<file path="src/rtl/act_readout_seq_pkg.sv">
// Shared definitions for the activation readout sequencer: FSM encoding,
// response field layout and traversal-order codes.
package act_readout_seq_pkg;

    typedef enum logic [1:0] {
        StIdle  = 2'd0,
        StIssue = 2'd1,
        StDrain = 2'd2,
        StDone  = 2'd3
    } state_e;

    // Layout of a read response word.
    localparam int unsigned IDX_MSB = 27;
    localparam int unsigned IDX_LSB = 16;
    localparam int unsigned IDX_W   = IDX_MSB - IDX_LSB + 1;
    localparam int unsigned VAL_W   = 16;

    localparam logic ORDER_PE_MAJOR  = 1'b0;
    localparam logic ORDER_ACT_MAJOR = 1'b1;

endpackage

</file>
<file path="src/rtl/sync_fifo_fwft.sv">
// Synchronous first-word-fall-through FIFO; a pop and a push in the same cycle
// are legal even when full, and a pop while empty is ignored.
module sync_fifo_fwft #(
    parameter int unsigned WIDTH = 8,
    parameter int unsigned DEPTH = 4
) (
    input  logic                     clk_i,
    input  logic                     rst_ni,
    input  logic                     push_i,
    input  logic [WIDTH-1:0]         wdata_i,
    input  logic                     pop_i,
    output logic [WIDTH-1:0]         rdata_o,
    output logic                     empty_o,
    output logic                     full_o,
    output logic [$clog2(DEPTH):0]   count_o
);

    localparam int unsigned PW = $clog2(DEPTH);

    logic [WIDTH-1:0] mem_q [DEPTH];
    logic [PW-1:0]    wr_ptr_q, rd_ptr_q;
    logic [PW:0]      count_q;
    logic             pop_ok, push_ok;

    assign empty_o = (count_q == '0);
    assign full_o  = (count_q == (PW+1)'(DEPTH));
    assign count_o = count_q;

    assign pop_ok  = pop_i && !empty_o;
    assign push_ok = push_i && (!full_o || pop_ok);

    always_ff @(posedge clk_i) begin
        if (!rst_ni) begin
            wr_ptr_q <= '0;
            rd_ptr_q <= '0;
            count_q  <= '0;
        end else begin
            if (push_ok) wr_ptr_q <= wr_ptr_q + 1'b1;
            if (pop_ok)  rd_ptr_q <= rd_ptr_q + 1'b1;
            count_q <= count_q + (PW+1)'(push_ok) - (PW+1)'(pop_ok);
        end
    end

    always_ff @(posedge clk_i) begin
        if (push_ok) mem_q[wr_ptr_q] <= wdata_i;
    end

    // Mask the head when empty so the stream outputs read as zero.
    assign rdata_o = empty_o ? '0 : mem_q[rd_ptr_q];

endmodule

</file>
<file path="src/rtl/act_readout_seq.sv">
// Drains a block of output activations from the accelerator read port with a
// credit-limited request stream, checks returned indices and buffers results.
module act_readout_seq
    import act_readout_seq_pkg::*;
#(
    parameter int unsigned ADDR_W     = 16,
    parameter int unsigned RDATA_W    = 32,
    parameter int unsigned PE_W       = 6,
    parameter int unsigned PE_LSB     = 10,
    parameter int unsigned ACT_W      = 6,
    parameter int unsigned NUM_PE     = 64,
    parameter int unsigned ACT_DEPTH  = 64,
    parameter int unsigned CNT_W      = 12,
    parameter int unsigned FIFO_DEPTH = 4
) (
    input  logic               clk_i,
    input  logic               rst_ni,
    input  logic               start_i,
    input  logic [CNT_W-1:0]   act_no_i,
    input  logic               order_i,
    input  logic               abort_i,
    output logic               busy_o,
    output logic               done_o,
    output logic               err_o,
    output logic               read_en_o,
    input  logic               read_rdy_i,
    output logic [ADDR_W-1:0]  read_addr_o,
    output logic               read_data_rdy_o,
    input  logic               read_data_vld_i,
    input  logic [RDATA_W-1:0] read_data_i,
    output logic               out_vld_o,
    input  logic               out_rdy_i,
    output logic [CNT_W-1:0]   out_idx_o,
    output logic [VAL_W-1:0]   out_val_o
);

    localparam int unsigned CW      = $clog2(FIFO_DEPTH) + 1;
    localparam int unsigned MAX_ACT = NUM_PE * ACT_DEPTH;
    localparam int unsigned EW      = CNT_W + VAL_W;

    state_e            state_q, state_d;
    logic [CNT_W-1:0]  issued_q, issued_d;
    logic [CNT_W-1:0]  received_q, received_d;
    logic [CNT_W-1:0]  act_no_q, act_no_d;
    logic              order_q, order_d;
    logic [PE_W-1:0]   pe_q, pe_d;
    logic [ACT_W-1:0]  act_q, act_d;
    logic [CW-1:0]     outstanding_q, outstanding_d;
    logic              err_q, err_d;

    logic [CW-1:0]     fifo_count;
    logic              fifo_empty;
    logic              unused_fifo_full;
    logic [EW-1:0]     fifo_wdata, fifo_rdata;
    logic [CNT_W-1:0]  resp_idx;
    logic [CW:0]       credit_used;
    logic              credit_ok;
    logic              req_fire, resp_fire;
    logic              start_ok, oversize;
    logic              unused_rdata;

    // ------------------------------------------------------------------
    // Response decode
    // ------------------------------------------------------------------
    if (CNT_W >= IDX_W) begin : g_idx_ext
        assign resp_idx = CNT_W'(read_data_i[IDX_MSB:IDX_LSB]);
    end else begin : g_idx_trunc
        assign resp_idx = read_data_i[IDX_LSB +: CNT_W];
    end

    assign unused_rdata = ^read_data_i[RDATA_W-1:IDX_MSB+1];
    assign fifo_wdata   = {resp_idx, read_data_i[VAL_W-1:0]};

    assign req_fire  = read_en_o && read_rdy_i;
    assign resp_fire = read_data_vld_i && read_data_rdy_o;

    // A new command waits until the previous results have been fully drained.
    assign start_ok = start_i && fifo_empty;
    assign oversize = 32'(act_no_i) > MAX_ACT;

    // Every in-flight read owns a FIFO slot, so responses can never overflow.
    assign credit_used = {1'b0, outstanding_q} + {1'b0, fifo_count};
    assign credit_ok   = credit_used < (CW+1)'(FIFO_DEPTH);

    // ------------------------------------------------------------------
    // FSM: state register
    // ------------------------------------------------------------------
    always_ff @(posedge clk_i) begin
        if (!rst_ni) begin
            state_q <= StIdle;
        end else begin
            state_q <= state_d;
        end
    end

    // ------------------------------------------------------------------
    // FSM: next state
    // ------------------------------------------------------------------
    always_comb begin
        state_d = state_q;
        unique case (state_q)
            StIdle: begin
                if (start_ok) begin
                    state_d = (act_no_i == '0 || oversize) ? StDone : StIssue;
                end
            end
            StIssue: begin
                if (issued_q == act_no_q || abort_i) state_d = StDrain;
            end
            StDrain: begin
                if (outstanding_q == '0) state_d = StDone;
            end
            StDone: state_d = StIdle;
            default: state_d = StIdle;
        endcase
    end

    // ------------------------------------------------------------------
    // FSM: outputs
    // ------------------------------------------------------------------
    always_comb begin
        busy_o          = (state_q == StIssue) || (state_q == StDrain);
        done_o          = (state_q == StDone);
        err_o           = err_q;
        read_en_o       = (state_q == StIssue) && (issued_q < act_no_q) && credit_ok;
        read_data_rdy_o = busy_o;
        read_addr_o                   = '0;
        read_addr_o[PE_LSB +: PE_W]   = pe_q;
        read_addr_o[ACT_W-1:0]        = act_q;
    end

    // ------------------------------------------------------------------
    // Datapath registers
    // ------------------------------------------------------------------
    always_ff @(posedge clk_i) begin
        if (!rst_ni) begin
            issued_q      <= '0;
            received_q    <= '0;
            act_no_q      <= '0;
            order_q       <= ORDER_PE_MAJOR;
            pe_q          <= '0;
            act_q         <= '0;
            outstanding_q <= '0;
            err_q         <= 1'b0;
        end else begin
            issued_q      <= issued_d;
            received_q    <= received_d;
            act_no_q      <= act_no_d;
            order_q       <= order_d;
            pe_q          <= pe_d;
            act_q         <= act_d;
            outstanding_q <= outstanding_d;
            err_q         <= err_d;
        end
    end

    always_comb begin
        issued_d      = issued_q;
        received_d    = received_q;
        act_no_d      = act_no_q;
        order_d       = order_q;
        pe_d          = pe_q;
        act_d         = act_q;
        err_d         = err_q;
        outstanding_d = outstanding_q + CW'(req_fire) - CW'(resp_fire);

        if (state_q == StIdle && start_ok) begin
            act_no_d   = act_no_i;
            order_d    = order_i;
            issued_d   = '0;
            received_d = '0;
            pe_d       = '0;
            act_d      = '0;
            err_d      = oversize;
        end

        if (req_fire) begin
            issued_d = issued_q + 1'b1;
            if (order_q == ORDER_PE_MAJOR) begin
                if (pe_q == PE_W'(NUM_PE - 1)) begin
                    pe_d  = '0;
                    act_d = (act_q == ACT_W'(ACT_DEPTH - 1)) ? '0 : act_q + 1'b1;
                end else begin
                    pe_d = pe_q + 1'b1;
                end
            end else begin
                if (act_q == ACT_W'(ACT_DEPTH - 1)) begin
                    act_d = '0;
                    pe_d  = (pe_q == PE_W'(NUM_PE - 1)) ? '0 : pe_q + 1'b1;
                end else begin
                    act_d = act_q + 1'b1;
                end
            end
        end

        if (resp_fire) begin
            received_d = received_q + 1'b1;
            if (resp_idx != received_q) err_d = 1'b1;
        end
    end

    // ------------------------------------------------------------------
    // Output buffer
    // ------------------------------------------------------------------
    sync_fifo_fwft #(
        .WIDTH (EW),
        .DEPTH (FIFO_DEPTH)
    ) u_fifo (
        .clk_i   (clk_i),
        .rst_ni  (rst_ni),
        .push_i  (resp_fire),
        .wdata_i (fifo_wdata),
        .pop_i   (out_rdy_i),
        .rdata_o (fifo_rdata),
        .empty_o (fifo_empty),
        .full_o  (unused_fifo_full),
        .count_o (fifo_count)
    );

    assign out_vld_o = !fifo_empty;
    assign out_idx_o = fifo_rdata[EW-1:VAL_W];
    assign out_val_o = fifo_rdata[VAL_W-1:0];

endmodule

</file>
<file path="config.mk">
export PLATFORM = sky130hd
export DESIGN_NAME = act_readout_seq
export DESIGN_NICKNAME = d
export VERILOG_FILES = /design/src/rtl/act_readout_seq_pkg.sv /design/src/rtl/sync_fifo_fwft.sv /design/src/rtl/act_readout_seq.sv
export SDC_FILE = /design/constraint.sdc
export NUM_CORES = 1
export LEC_CHECK = 0
export CORE_ASPECT_RATIO = 0.5
export CORE_UTILIZATION = 60
export CTS_BUF_LIST = sky130_fd_sc_hd__clkbuf_8 sky130_fd_sc_hd__clkbuf_16
export DETAILED_ROUTE_END_ITERATION = 8
export PLACE_DENSITY = 0.95
export SYNTH_ARGS = -nofsm -noshare
export SYNTH_HDL_FRONTEND = slang
export SYNTH_SLANG_ARGS = --single-unit
</file>
<file path="constraint.sdc">
create_clock -name clk_i -period 9.4 [get_ports clk_i]
set_input_delay 1.41 -clock clk_i [delete_from_list [all_inputs] [get_ports clk_i]]
set_output_delay 1.41 -clock clk_i [all_outputs]
set_load 0.02 [all_outputs]
</file>
==> results of run 1 <==
sequential cells by signal (all words and copies together) (netlist names), named ones only:
register	flops
u_fifo.rd_ptr_q	2
act_no_q	12
u_fifo.count_o	3
act_q	6
order_q	1
pe_q	6
err_o	1
state_q	2
u_fifo.wr_ptr_q	2
received_q	12
u_fifo.mem_q	112
issued_q	12
outstanding_q	3
layout by cell type (no fill, tap or decap), types with 7 or more instances in the layout:
cell type          n
inv_1             28
xor2_1            17
buf_4              7
nor2_1            37
nand2_1           60
dfxtp_1           63
xnor2_1            7
o21ai_0           11
a21oi_1           32
edfxtp_1         112
nor4_1             9
and3_1             9
mux4_2            28
ha_1              30
nor3_1            12
nand3_1           28
inv_8              8
o211ai_1           8
and2_1            37
clkbuf_16         17
clkdlybuf4s50_1   93
area by class of cell:
cell class | instances | area [µm²] | share of cell area
clock inverters | 15 | 209 | 0.0219
repair buffers | 100 | 983 | 0.103
multi-input cells | 394 | 2960 | 0.310
clock buffers | 17 | 425 | 0.0446
flip-flops and latches | 176 | 4650 | 0.487
inverters | 29 | 109 | 0.0114
well taps | 170 | 213 | 0.0223
power groups by stage:
| stage | combinational (W) | clock, W | sequential [W] |
|---|---|---|---|
| finish | 0.000897 | 0.000748 | 0.000984 |
| floorplan | 0.000597 | 0 | 0.000960 |
| global route | 0.000969 | 0.000784 | 0.000997 |
| global placement | 0.000849 | 0 | 0.000993 |
| CTS | 0.000900 | 0.000756 | 0.000985 |
| detailed placement | 0.000878 | 0 | 0.000998 |
kinds of logic (layout without fill, tap and decap cells):
family                   Yosys count  after routing  synth area share
AO/OA/AOI/OAI                     87             87            0.0722
XOR/XNOR                          24             24            0.0268
adder cells (fa/ha/maj)           32             32            0.0529
buffers and inverters             58            161            0.0336
flip-flops                       176            176             0.591
multiplexers                      30             30            0.0830
other                              1              4          0.000478
AND/OR/NAND/NOR                  217            217             0.140
worst max-delay path: stages (launching register included):
cell and delay [ps]:
dfxtp_2 1010, mux4_2 640, and2_1 190, clkdlybuf4s50_1 570
worst paths after layout:
| check | from | to | slack (ps) | depth (start not counted) |
|---|---|---|---|---|
| worst max-delay path | flop | out_idx_o[10] | 5140 | 3 |
| worst min-delay path | act_no_q[10] | act_no_q[10] | 460 | 2 |
| worst max register to register | u_fifo.count_o[2] | outstanding_q[2] | 5810 | 14 |
| worst min register to register | act_no_q[10] | act_no_q[10] | 460 | 2 |
routing by layer:
metal	GRT usage	vias to the layer above	wire length (µm)
met5	0	-	0
met4	0.0884	0	370
met3	0.0629	34	851
met2	0.481	188	8960
met1	0.329	2689	7120
li1	-	2483	-
per-stage QoR:
stage | instance area (µm²) | total power (W) | util | instances | setup slack (ps)
floorplan | 7860 | 0.00156 | - | 628 | 6110
global placement | 8910 | 0.00184 | 0.701 | 869 | 5280
detailed placement | 8910 | 0.00188 | 0.701 | 869 | 5240
CTS | 9540 | 0.00264 | 0.751 | 901 | 5060
global route | 9540 | 0.00275 | 0.751 | 901 | 4950
finish | 9540 | 0.00263 | 0.751 | 901 | 5140
==> flow_metrics.tcl, run 1 <==
set metrics [dict create \
    pwr-share-seq 0.374 \
    syn-instance-count 625 \
    detail_route.wl_per_cell_um 19.2 \
    grt_pass1_vias 5306 \
    p_leak_nw 3.39 \
    ys_seq_area_frac 0.591 \
    syn_area_um2 7850 \
    p_comb_frac 0.341 \
    synth-edff-count 112 \
    vias 5394 \
    worst_pin_slew_ps 1020 \
    rows 29 \
    grt_util_all_layers 0.272 \
    ys_types 54 \
    swShare 0.343 \
    arrival_ps 2850 \
    numCtsBuffers 17 \
    ir_drop_mv 0.160 \
    design.die.area_um2 13600 \
    fp.dieW_um 164 \
    p_sw_w 0.000902 \
    fin_setup_tns_ps 0 \
    io_buffers 93 \
    worstSetupEndpointType "output pin" \
    start_util 0.618 \
    yosys.area.top_type_share 0.428 \
    insertion_delay_ps 430 \
    finalClockSkew_ps 14.2 \
    antenna_cells 0 \
    root_buffer "clkbuf_16" \
    hold_viol_final 0 \
    cts_tree "done" \
    slew_headroom 0.317 \
    h-tree-depth 4 \
    drive_gt1_frac 0.0999 \
    startpoint_type "flop" \
    p_int_w 0.00173 \
    antenna_found_initial 0 \
    power_density_nw_per_um2 276 \
    p_clk_frac 0.285 \
    fill_cells 764 \
    synth_common_cells "edfxtp_1, dfxtp_1, nand2_1" \
    required_ps 7990 \
    setup_violations 0 \
    clockBufferDepth 2 \
    fin_crit_sh 0.453 \
    fin_crit_ps 4260 \
    post_cts_resize_count 0 \
    overflow 0 \
    post_cts_buffers 0 \
    grt_pass1_wl_um 27600 \
    synth_top_area_cell "edfxtp_1" \
    outcome "finished clean" \
    yosysMostFrequentCell "edfxtp_1" \
    drv_cap 0 \
    synth_seq_cells 176 \
    cts_sinks 176 \
    drtPass1Iterations 5 \
    worstPathMaxFanout 28 \
    drtAntennaViolNets 0 \
    core-area_um2 12700 \
    path_clk_slew_ps 70 \
    netlist_top_cells_area "edfxtp_1, dfxtp_1, mux4_2" \
    dpl.hpwl_um 10500 \
    synth_ff_type "edfxtp_1" \
    die_h_um 82.9 \
    worstSetupPathType "flop to output pin" \
    hold_class "flop to flop" \
    avgSynthCellArea_um2 12.6 \
    grt_max_degree 31 \
    drt_iter0_markers 432 \
    viasPerCell 5.99 \
    drt_wl_total_um 17300 \
    syn2layout_area_growth_pct 21.5 \
    yosysWarnings 0 \
    max_freq_mhz 235 \
    io_pins 102 \
    rsz0062_at_grt "no" \
    hold_buffers 0 \
    slew_violations 0 \
    hold-worst-slack_ps 459 \
    layout.nets 802 \
    synthArstFlopShare 0 \
    drc_errors 0 \
    gp_congestion 0.810 \
]
Note: power is estimated with default switching activity, not from simulation.
==> inputs of run 2 (changes only) <==
CORE_UTILIZATION = 55   (was 60)
PLACE_DENSITY = 0.9   (was 0.95)
clock period = 4 ns   (was 9.4 ns; I/O delays follow)
==> run 2 against run 1 <==
Compared with the run above: power is 130% higher; non-clock buffer count is 6 higher; sequential power is 130% higher; register-to-register slack worse by 5000 ps; wire length is 5.4% lower; die area is 8.9% higher; first-iteration DRC count is 16% higher; clock power is 120% higher; critical path type unchanged; largest cell class unchanged.
==> flow_metrics.tcl, run 2 (synthesized netlist as in run 1, its figures left out) <==
set metrics [dict create \
    root_buffer "clkbuf_16" \
    grt_pass1_wl_um 26000 \
    insertion_delay_ps 430 \
    path_clk_slew_ps 70 \
    hold-path-endpoint "act_no_q[1]" \
    design.die.area_um2 14800 \
    finalClockSkew_ps 11.1 \
    die_h_um 86.5 \
    power_density_nw_per_um2 632 \
    viasPerCell 5.74 \
    r2r_slack_ps 790 \
    clockBufferDepth 2 \
    p_comb_frac 0.352 \
    cts_tree "done" \
    worstSetupEndpointType "output pin" \
    whs_path_depth 2 \
    worst-r2r-cell-count 14 \
    syn2layout_area_growth_pct 21.8 \
    hold_viol_final 0 \
    grt_pass1_vias 5102 \
    final_common_cell "edfxtp_1" \
    setup_violations 0 \
    post_cts_buffers 0 \
    core-area_um2 13700 \
    drt_wl_total_um 16400 \
    worstPathMaxFanout 18 \
    worst_pin_slew_ps 701 \
    dpl.hpwl_um 10400 \
    slew_violations 0 \
    r2r-end "outstanding_q[2]" \
    grt_util_all_layers 0.233 \
    fp.dieW_um 171 \
    drt_iter0_markers 499 \
    fin_crit_ps 3300 \
    outcome "finished clean" \
    fin_setup_tns_ps 0 \
    vias 5329 \
    p_total_w 0.00605 \
    p_sw_w 0.00209 \
    h-tree-depth 4 \
    drtAntennaViolNets 0 \
    mostFrequentLayoutCells "edfxtp_1, clkdlybuf4s50_1, dfxtp_1, nand2_1" \
    overflow 0 \
    hold_class "flop to flop" \
    fin_crit_sh 0.824 \
    worstSetupPathType "flop to output pin" \
    pwr-share-seq 0.379 \
    drive_gt1_frac 0.107 \
    rsz0062_at_grt "no" \
    reg2reg_from "issued_q[9]" \
    post_cts_resize_count 0 \
    io_pins 102 \
    drtPass1Iterations 5 \
    regMostFlops "u_fifo.mem_q" \
    drv_cap 0 \
    drc_errors 0 \
    largest_reg_flops 112 \
    layout.nets 808 \
    antenna_cells 0 \
    hold_start "act_no_q[1]" \
    arrival_ps 2700 \
    ir_drop_mv 0.289 \
    io_buffers 93 \
    numCtsBuffers 17 \
    max_freq_mhz 303 \
    p_int_w 0.00396 \
    startpoint_type "flop" \
    p_clk_frac 0.269 \
    slew_headroom 0.532 \
    required_ps 3400 \
    hold_buffers 0 \
    gp_congestion 0.820 \
    cts_sinks 176 \
    antenna_found_initial 0 \
    rows 30 \
    start_util 0.572 \
    p_leak_nw 3.39 \
    grt_max_degree 32 \
    detail_route.wl_per_cell_um 17.6 \
    swShare 0.345 \
]
## run 2: changes by cell type in the layout (fill, tap and decap cells not counted), sizes merged
| cell | delta |
|---|---|
| inv | +1 |
| buf | +6 |
| bufinv | -2 |
| clkinvlp | +1 |
## run 2: final cells by class
| type | count | area (µm²) |
|---|---|---|
| clock buffer | 17 | 425 |
| clock inverter | 15 | 159 |
| fill | 956 | 4180 |
| inverter | 29 | 109 |
| multi-input combinational | 394 | 2960 |
| sequential | 176 | 4650 |
| tap | 192 | 240 |
| timing repair buffer | 106 | 1030 |
## run 2: per-stage QoR
| stage | setup slack [ps] | util | instance area [µm²] | instances | hold WS [ps] |
|---|---|---|---|---|---|
| floorplan | 999 | - | 7860 | 628 | 436 |
| global placement | 910 | 0.654 | 8980 | 897 | 444 |
| detailed placement | 828 | 0.654 | 8980 | 897 | 450 |
| CTS | 620 | 0.696 | 9560 | 929 | 459 |
| global route | 536 | 0.696 | 9560 | 929 | 473 |
| finish | 705 | 0.696 | 9560 | 929 | 455 |
## run 2: how the worst max path moves through the flow
stage,start,to
after floorplan,outstanding_q[2],outstanding_q[2]
final,flop,out_val_o[6]
after CTS,flop,out_val_o[6]
after global routing,flop,out_val_o[4]
after global placement,issued_q[9],outstanding_q[2]
after detailed placement,act_no_q[11],outstanding_q[2]
## run 2: worst max-delay path, stage by stage, from the launching register on
cell	delay, ps
dfxtp_2	740
buf_4	300
mux4_2	520
and2_1	180
clkdlybuf4s50_1	540
## run 2: power groups by stage
stage	Sequential, W	Clock, W	Combinational [W]
CTS	0.00230	0.00164	0.00215
finish	0.00229	0.00163	0.00213
floorplan	0.00226	0	0.00140
detailed placement	0.00233	0	0.00212
global route	0.00232	0.00172	0.00231
global placement	0.00232	0	0.00206
## run 2: metal layers
metal	share of wire	vias to the layer above	wire [µm]	track usage
met5	0	-	0	0
met4	0.019	0	318	0.0828
met3	0.060	27	975	0.0493
met2	0.50	180	8230	0.404
met1	0.42	2629	6850	0.292
li1	-	2493	-	-
==> inputs of run 3 (changes only) <==
clock period = 3.3 ns   (was 4 ns; I/O delays follow)
==> run 3 against run 2 <==
Compared with the run above: critical path type unchanged; die area unchanged; critical path depth up 3; sequential power is 19% higher; largest power group unchanged; worst hold slack improved by 6.9 ps; global-route usage is 0.12 points lower; power up 23%.
==> flow_metrics.tcl, run 3 (synthesized netlist as in run 1, its figures left out) <==
set metrics [dict create \
    outcome "finished clean" \
    worstSetupPathDepth 7 \
    antenna_found_initial 0 \
    clockBufferDepth 2 \
    cpPeakStageDelay_ps 620 \
    p_leak_nw 3.41 \
    insertion_delay_ps 420 \
    finalClockSkew_ps 10.6 \
    power_density_nw_per_um2 773 \
    startpoint_type "flop" \
    drt_iter0_markers 343 \
    finalWorstSetupSlack_ps 293 \
    vias 5198 \
    grt_max_degree 30 \
    critPathSlowestCell "clkdlybuf4s50_1" \
    final_common_cell "edfxtp_1" \
    detail_route.wl_per_cell_um 17.3 \
    io_buffers 93 \
    endpoint "read_en_o" \
    startpoint "outstanding_q[2]" \
    slew_headroom 0.636 \
    p_total_w 0.00742 \
    h-tree-depth 4 \
    grt_pass1_vias 5206 \
    path_buf_inv 1 \
    drv_cap 0 \
    root_buffer "clkbuf_16" \
    drc_errors 0 \
    rsz0062_at_grt "no" \
    core-area_um2 13700 \
    slew_violations 0 \
    numCtsBuffers 17 \
    drtPass1Iterations 4 \
    r2r-end "outstanding_q[2]" \
    io_pins 102 \
    fin_setup_tns_ps 0 \
    regMostFlops "u_fifo.mem_q" \
    mostFrequentLayoutCells "edfxtp_1, clkdlybuf4s50_1, dfxtp_1, nand2_1" \
    crit_family "buffers and inverters" \
    reg2reg_from "outstanding_q[2]" \
    post_cts_resize_count 0 \
    fill_cells 953 \
    hold-worst-slack_ps 462 \
    layout.nets 811 \
    place_area_um2 9010 \
    path_clk_slew_ps 70 \
    fp.dieW_um 171 \
    antenna_cells 0 \
    drtAntennaViolNets 0 \
    die_h_um 86.5 \
    fin_crit_ps 3010 \
    final_area_um2 9610 \
    start_util 0.572 \
    worstPathMaxFanout 3 \
    overflow 0 \
    grt_util_all_layers 0.232 \
    gp_congestion 0.814 \
    worstSetupPathType "flop to output pin" \
    worstPathCellList "ha_1 > nor4b_2 > o211ai_1 > a31oi_2 > nand2_1 > nor2_1 > clkdlybuf4s50_1" \
    post_cts_buffers 0 \
    drt_wl_total_um 16100 \
    hold_class "flop to flop" \
    fin_crit_sh 0.911 \
    max_freq_mhz 333 \
    required_ps 2800 \
    hold_viol_final 0 \
    dpl_worst_slack_ps 354 \
    rows 30 \
    largest_reg_flops 112 \
    dpl.hpwl_um 10400 \
    cts_sinks 176 \
    cts_tree "done" \
    worst-r2r-cell-count 14 \
    drive_gt1_frac 0.108 \
    viasPerCell 5.58 \
    r2r_slack_ps 350 \
    worstSetupEndpointType "output pin" \
    design.die.area_um2 14800 \
    setup_violations 0 \
    hold_buffers 0 \
    syn2layout_area_growth_pct 22.3 \
    ir_drop_mv 0.404 \
    worst_pin_slew_ps 544 \
    arrival_ps 2510 \
    grt_pass1_wl_um 25900 \
]
==> run 3: cell count changes in the layout (fill, tap and decap cells not counted) <==
cell / previous run / this run
buf_4: 13 / 15
clkinv_8: 2 / 0
buf_12: 0 / 1
clkinv_2: 1 / 0
clkinv_4: 2 / 0
clkinv_1: 0 / 1
inv_8: 7 / 3
inv_6: 2 / 7
bufinv_16: 0 / 2
==> run 3: where the power goes <==
part	switching [W]	internal (W)	total [W]
combinational	0.00144	0.00122	0.00266
clock	0.000900	0.00114	0.00204
sequential	0.000131	0.00259	0.00272
==> run 3: metrics by stage <==
stage,instances,utilization
after floorplan,628,-
after global placement,900,0.656
after detailed placement,900,0.656
after CTS,931,0.699
after global routing,931,0.699
final,931,0.699
==> run 3: worst min path at each step <==
stage,startpoint,endpoint,slack (ps),depth (start not counted)
floorplan,act_no_q[10],act_no_q[10],440,2
global placement,act_no_q[1],act_no_q[1],440,2
detailed placement,act_no_q[2],act_no_q[2],450,2
CTS,act_no_q[2],act_no_q[2],460,2
global route,act_no_q[3],act_no_q[3],480,2
finish,act_no_q[2],act_no_q[2],460,2
==> run 3: worst reg2reg max path: cells and delay by family, from the launching register on <==
kind | cells | cell delay [ps]
adders and majority gates | 4 | 1060
and+or+nand+nor | 3 | 570
AOI/OAI and AO/OA | 2 | 380
DFF | 1 | 340
xor gates and xnor gates | 2 | 320
buffers and inverters | 3 | 170
==> run 3: layer usage <==
| metal | GRT usage | vias to the layer above | routed length (µm) |
|---|---|---|---|
| met4 | 0.0804 | 0 | 245 |
| met3 | 0.0584 | 20 | 683 |
| met2 | 0.404 | 121 | 8350 |
| li1 | - | 2496 | - |
| met1 | 0.283 | 2561 | 6820 |
| met5 | 0 | - | 0 |
==> run 3: final cells by class <==
class                   count  area (µm²)  share of cell area
flip-flops and latches    176        4650               0.484
well taps                 192         240              0.0250
multi-input cells         394        2960               0.308
repair buffers            109        1060               0.111
clock buffers              17         425              0.0443
clock inverters            14         166              0.0173
inverters                  29         109              0.0113
==> RTL edit 1, RTL diff (config.mk and constraints of run 1) <==
`CNT_W`: 12 -> 8.
--- a/src/rtl/act_readout_seq.sv
+++ b/src/rtl/act_readout_seq.sv
@@ -10,7 +10,7 @@
     parameter int unsigned ACT_W      = 6,
     parameter int unsigned NUM_PE     = 64,
     parameter int unsigned ACT_DEPTH  = 64,
-    parameter int unsigned CNT_W      = 12,
+    parameter int unsigned CNT_W      = 8,
     parameter int unsigned FIFO_DEPTH = 4
 ) (
     input  logic               clk_i,
Interface: changed (resized act_no_i and out_idx_o); port bits go from 102 to 94. The function was not compared with the original's and may differ.
==> RTL edit 1 against run 1 <==
Register-to-register slack better by 0.10 ns; non-clock buffer count shrank 15; total power down 15%; setup slack improved by 0.15 ns; wire length decreased by 23%; sequential share of layout area increased by 0.34 points; core utilization is 1.8 points higher; critical path depth unchanged; area after synthesis shrank 17%; sequential cell count down 28; final area down 16%; largest cell class unchanged.
==> RTL edit 1: results (changes against run 1) <==
* Status: finished clean
* Worst r2r src: act_no_q[7]
* CP Capture Point: out_idx_o[3]
* Non-Filler Instances at 751 (-17%)
* # fillers at 606 (-21%)
* Largest net degree at the start of global routing at 29 (-6.5%)
* Sequential cell area at 3930 sq um (-16%)
* Leakage at 2.77 nW (-18%)
* M2 GR Usage at 0.437 (-0.0444)
* GRT Util Overall at 0.252 (-0.0201)
* First-pass GRT wire length at 20.9 mm (-24%)
* Met3 wire length at 824 um (-3.2%)
* Met3 Use GR at 0.0701 (+0.00712)
* Max reg flops at 96 (-14%)
* Final Cycle Share at 0.436 (-0.0163)
* Min Hold Slack at 0.459 ns (+0.000236 ns)
* Worst path slowest cell: dfxtp_1
* R2R Setup Slk at 5.91 ns (+0.10 ns)
* Hold Path Sink: act_no_q[3]
* Hpwl dp at 8.59 mm (-18%)
* Max rail drop VDD at 0.167 mV (+4.5%)
* Relative slew slack at 0.218 (-0.0990)
* Largest stage delay, worst path at 1.10 ns (+0.09 ns)
* WL met2 at 6.65 mm (-26%)
* Placed Area at 7460 sq um (-16%)
* Vias per cell at 5.82 (-2.7%)
* HP Start: act_no_q[3]
* DR iter-0 viols at 290 (-33%)
* Sequential area share after synthesis at 0.600 (+0.00804)
* Cells on worst reg2reg path at 15 (+1)
* Metal1 wirelength at 5.66 mm (-20%)
* Setup WS pre-CTS at 5.14 ns (-0.100 ns)
* EDFF count, synth at 96 (-14%)
* Mean Syn Cell Area at 12.7 sq um (+1.3%)
* Met1 Usage GRT at 0.319 (-0.0105)
* Critical path peak fanout at 24 (-14%)
* Wire per inst at 17.7 um (-8.1%)
* Post-route clock skew at 0.00950 ns (-0.00473 ns)
* Layout cells sized above 1 at 0.113 (+0.0131)
* Inst Count DP at 719 (-17%)
* Combinational cell power at 0.779 mW (-13%)
-- RTL edit 1: cell count changes after synthesis, sizes merged, moves of 11 or more --
cell and change:
dfxtp -12, o21ai +12, nor2 -14, nand2 -11
edfxtp -16, xor2 -15
-- RTL edit 1: cell type report --
class                           count  share of cell area
Clock inverter                     15              0.0152
Clock buffer                       17              0.0531
Multi-Input combinational cell    323               0.304
Sequential cell                   148               0.490
Inverter                           23              0.0108
Tap cell                          140              0.0219
Timing Repair Buffer               85               0.105
-- RTL edit 1: critical path, delay by kind of cell (launching register included) --
family / cells / cell delay (ns)
buf+inv: 1 / 0.55
flops: 1 / 1.10
mux: 1 / 0.44
simple gates: 1 / 0.18
-- RTL edit 1: cell families (layout without fill, tap and decap cells) --
group,Yosys count,after routing,share of synthesized area
DFF,148,148,0.600
muxes,26,26,0.0856
xor gates and xnor gates,16,16,0.0214
AOI/OAI and AO/OA,77,77,0.0696
adders and majority gates,28,28,0.0558
buffers and inverters,46,140,0.0310
and+or+nand+nor,172,172,0.136
other,1,4,0.000573
==> RTL edit 2, RTL diff (settings of run 1) <==
Made on the original files. Make the reset (`rst_ni`) asynchronous in 3 clocked blocks. Comments in the files are not updated.
--- a/src/rtl/sync_fifo_fwft.sv
+++ b/src/rtl/sync_fifo_fwft.sv
@@ -29,7 +29,7 @@
     assign pop_ok  = pop_i && !empty_o;
     assign push_ok = push_i && (!full_o || pop_ok);
 
-    always_ff @(posedge clk_i) begin
+    always_ff @(posedge clk_i or negedge rst_ni) begin
         if (!rst_ni) begin
             wr_ptr_q <= '0;
             rd_ptr_q <= '0;
--- a/src/rtl/act_readout_seq.sv
+++ b/src/rtl/act_readout_seq.sv
@@ -85,7 +85,7 @@
     // ------------------------------------------------------------------
     // FSM: state register
     // ------------------------------------------------------------------
-    always_ff @(posedge clk_i) begin
+    always_ff @(posedge clk_i or negedge rst_ni) begin
         if (!rst_ni) begin
             state_q <= StIdle;
         end else begin
@@ -132,7 +132,7 @@
     // ------------------------------------------------------------------
     // Datapath registers
     // ------------------------------------------------------------------
-    always_ff @(posedge clk_i) begin
+    always_ff @(posedge clk_i or negedge rst_ni) begin
         if (!rst_ni) begin
             issued_q      <= '0;
             received_q    <= '0;
Behaviour: differs if rst_ni is asserted again (counterexample within 4 cycles, from zero or initial values and one cycle with rst_ni low); with rst_ni held inactive, the same outputs for 4 cycles.
==> RTL edit 2 against run 1 <==
Via count down 3.5%; sequential power grew 16%; wire length up 1.2%; count of clock-buffer cells in the layout unchanged; final area is 0.30% higher; setup slack lost 0.0059 ns; die area is 1.0% higher; area after synthesis increased by 1.0%; cell count down 4.8%; total power up 12%; sequential cell count is 2 lower; combinational power up 24%; non-clock buffer count unchanged; critical endpoint is now out_idx_o[7].
==> RTL edit 2: results (changes against run 1) <==
* Vias in the first global route at 5287 (-0.36%)
* P_clk at 0.684 mW (-8.6%)
* Max rail drop VDD at 0.205 mV (+29%)
* Worst r2r src: u_fifo.count_o[1]
* Most instantiated cells after synthesis: edfxtp_1, dfrtp_1, nand2_1, o21ai_0, and2_1
* Largest stage delay, worst path at 1.04 ns (+0.03 ns)
* GP Congestion at 0.832 (+2.8%)
* Met3 wire length at 898 um (+5.5%)
* M2 GR Usage at 0.474 (-0.00748)
* # fillers at 751 (-1.7%)
* Largest net degree at the start of global routing at 63 (+100%)
* Leakage at 3.74 nW (+10%)
* Placed Area at 8990 sq um (+0.94%)
* Wire per inst at 20.4 um (+6.2%)
* Slew @ Worst Pin at 1.01 ns (-0.0144 ns)
* Total power at 2.93 mW (+12%)
* Layout cells sized above 1 at 0.115 (+0.0150)
* Nets@finish at 759 (-5.4%)
* WL met2 at 8.90 mm (-0.63%)
* HP Start: act_no_q[0]
* Inst Count DP at 826 (-4.9%)
* First-pass GRT wire length at 27.9 mm (+0.95%)
* Worst path slowest cell: dfrtp_2
* DR iter-0 viols at 427 (-1.2%)
* Fin area at 9570 sq um (+0.30%)
* Final wirelength at 17.5 mm (+1.2%)
* Ys async rst share at 0.356 (+0.356)
* Met3 Use GR at 0.0604 (-0.00250)
* Synth cell types at 51 (-5.6%)
* Seq pwr share at 0.387 (+0.013)
* CP Capture Point: out_idx_o[7]
* Status: finished clean
* R2R Setup Slk at 5.92 ns (+0.11 ns)
* Gate Count Post-Synth at 578 (-7.5%)
* Met1 Usage GRT at 0.347 (+0.0179)
* Synth area leaders: edfxtp_1, dfrtp_1, mux4_2
* GRT Util Overall at 0.275 (+0.00266)
* Reg2reg end: outstanding_q[2]
* Sequential area share after synthesis at 0.619 (+0.0280)
[RTL edit 2: logic make-up after synthesis]
| logic type | Yosys count | synth area share |
|---|---|---|
| compound gates | 84 | 0.0667 |
| xor+xnor | 20 | 0.0221 |
| simple gates | 184 | 0.125 |
| other cells | 1 | 0.000473 |
| flops | 174 | 0.619 |
| buf+inv | 53 | 0.0322 |
| mux | 30 | 0.0820 |
| fa+ha+maj | 32 | 0.0524 |
[RTL edit 2: worst reg2reg max path: cells and delay by family, from the launching register on]
kind	cells	cell delay, ns
adders and majority gates	4	1.05
and+or+nand+nor	2	0.86
DFF	1	0.47
AOI/OAI and AO/OA	2	0.41
buffers and inverters	3	0.32
xor gates and xnor gates	2	0.32
[RTL edit 2: area by class of cell]
cell class                      count  area share
Sequential cell                   174       0.514
Tap cell                          170      0.0222
Timing Repair Buffer              100       0.102
Multi-Input combinational cell    354       0.290
Clock inverter                     15      0.0161
Clock buffer                       17      0.0445
Inverter                           28      0.0112
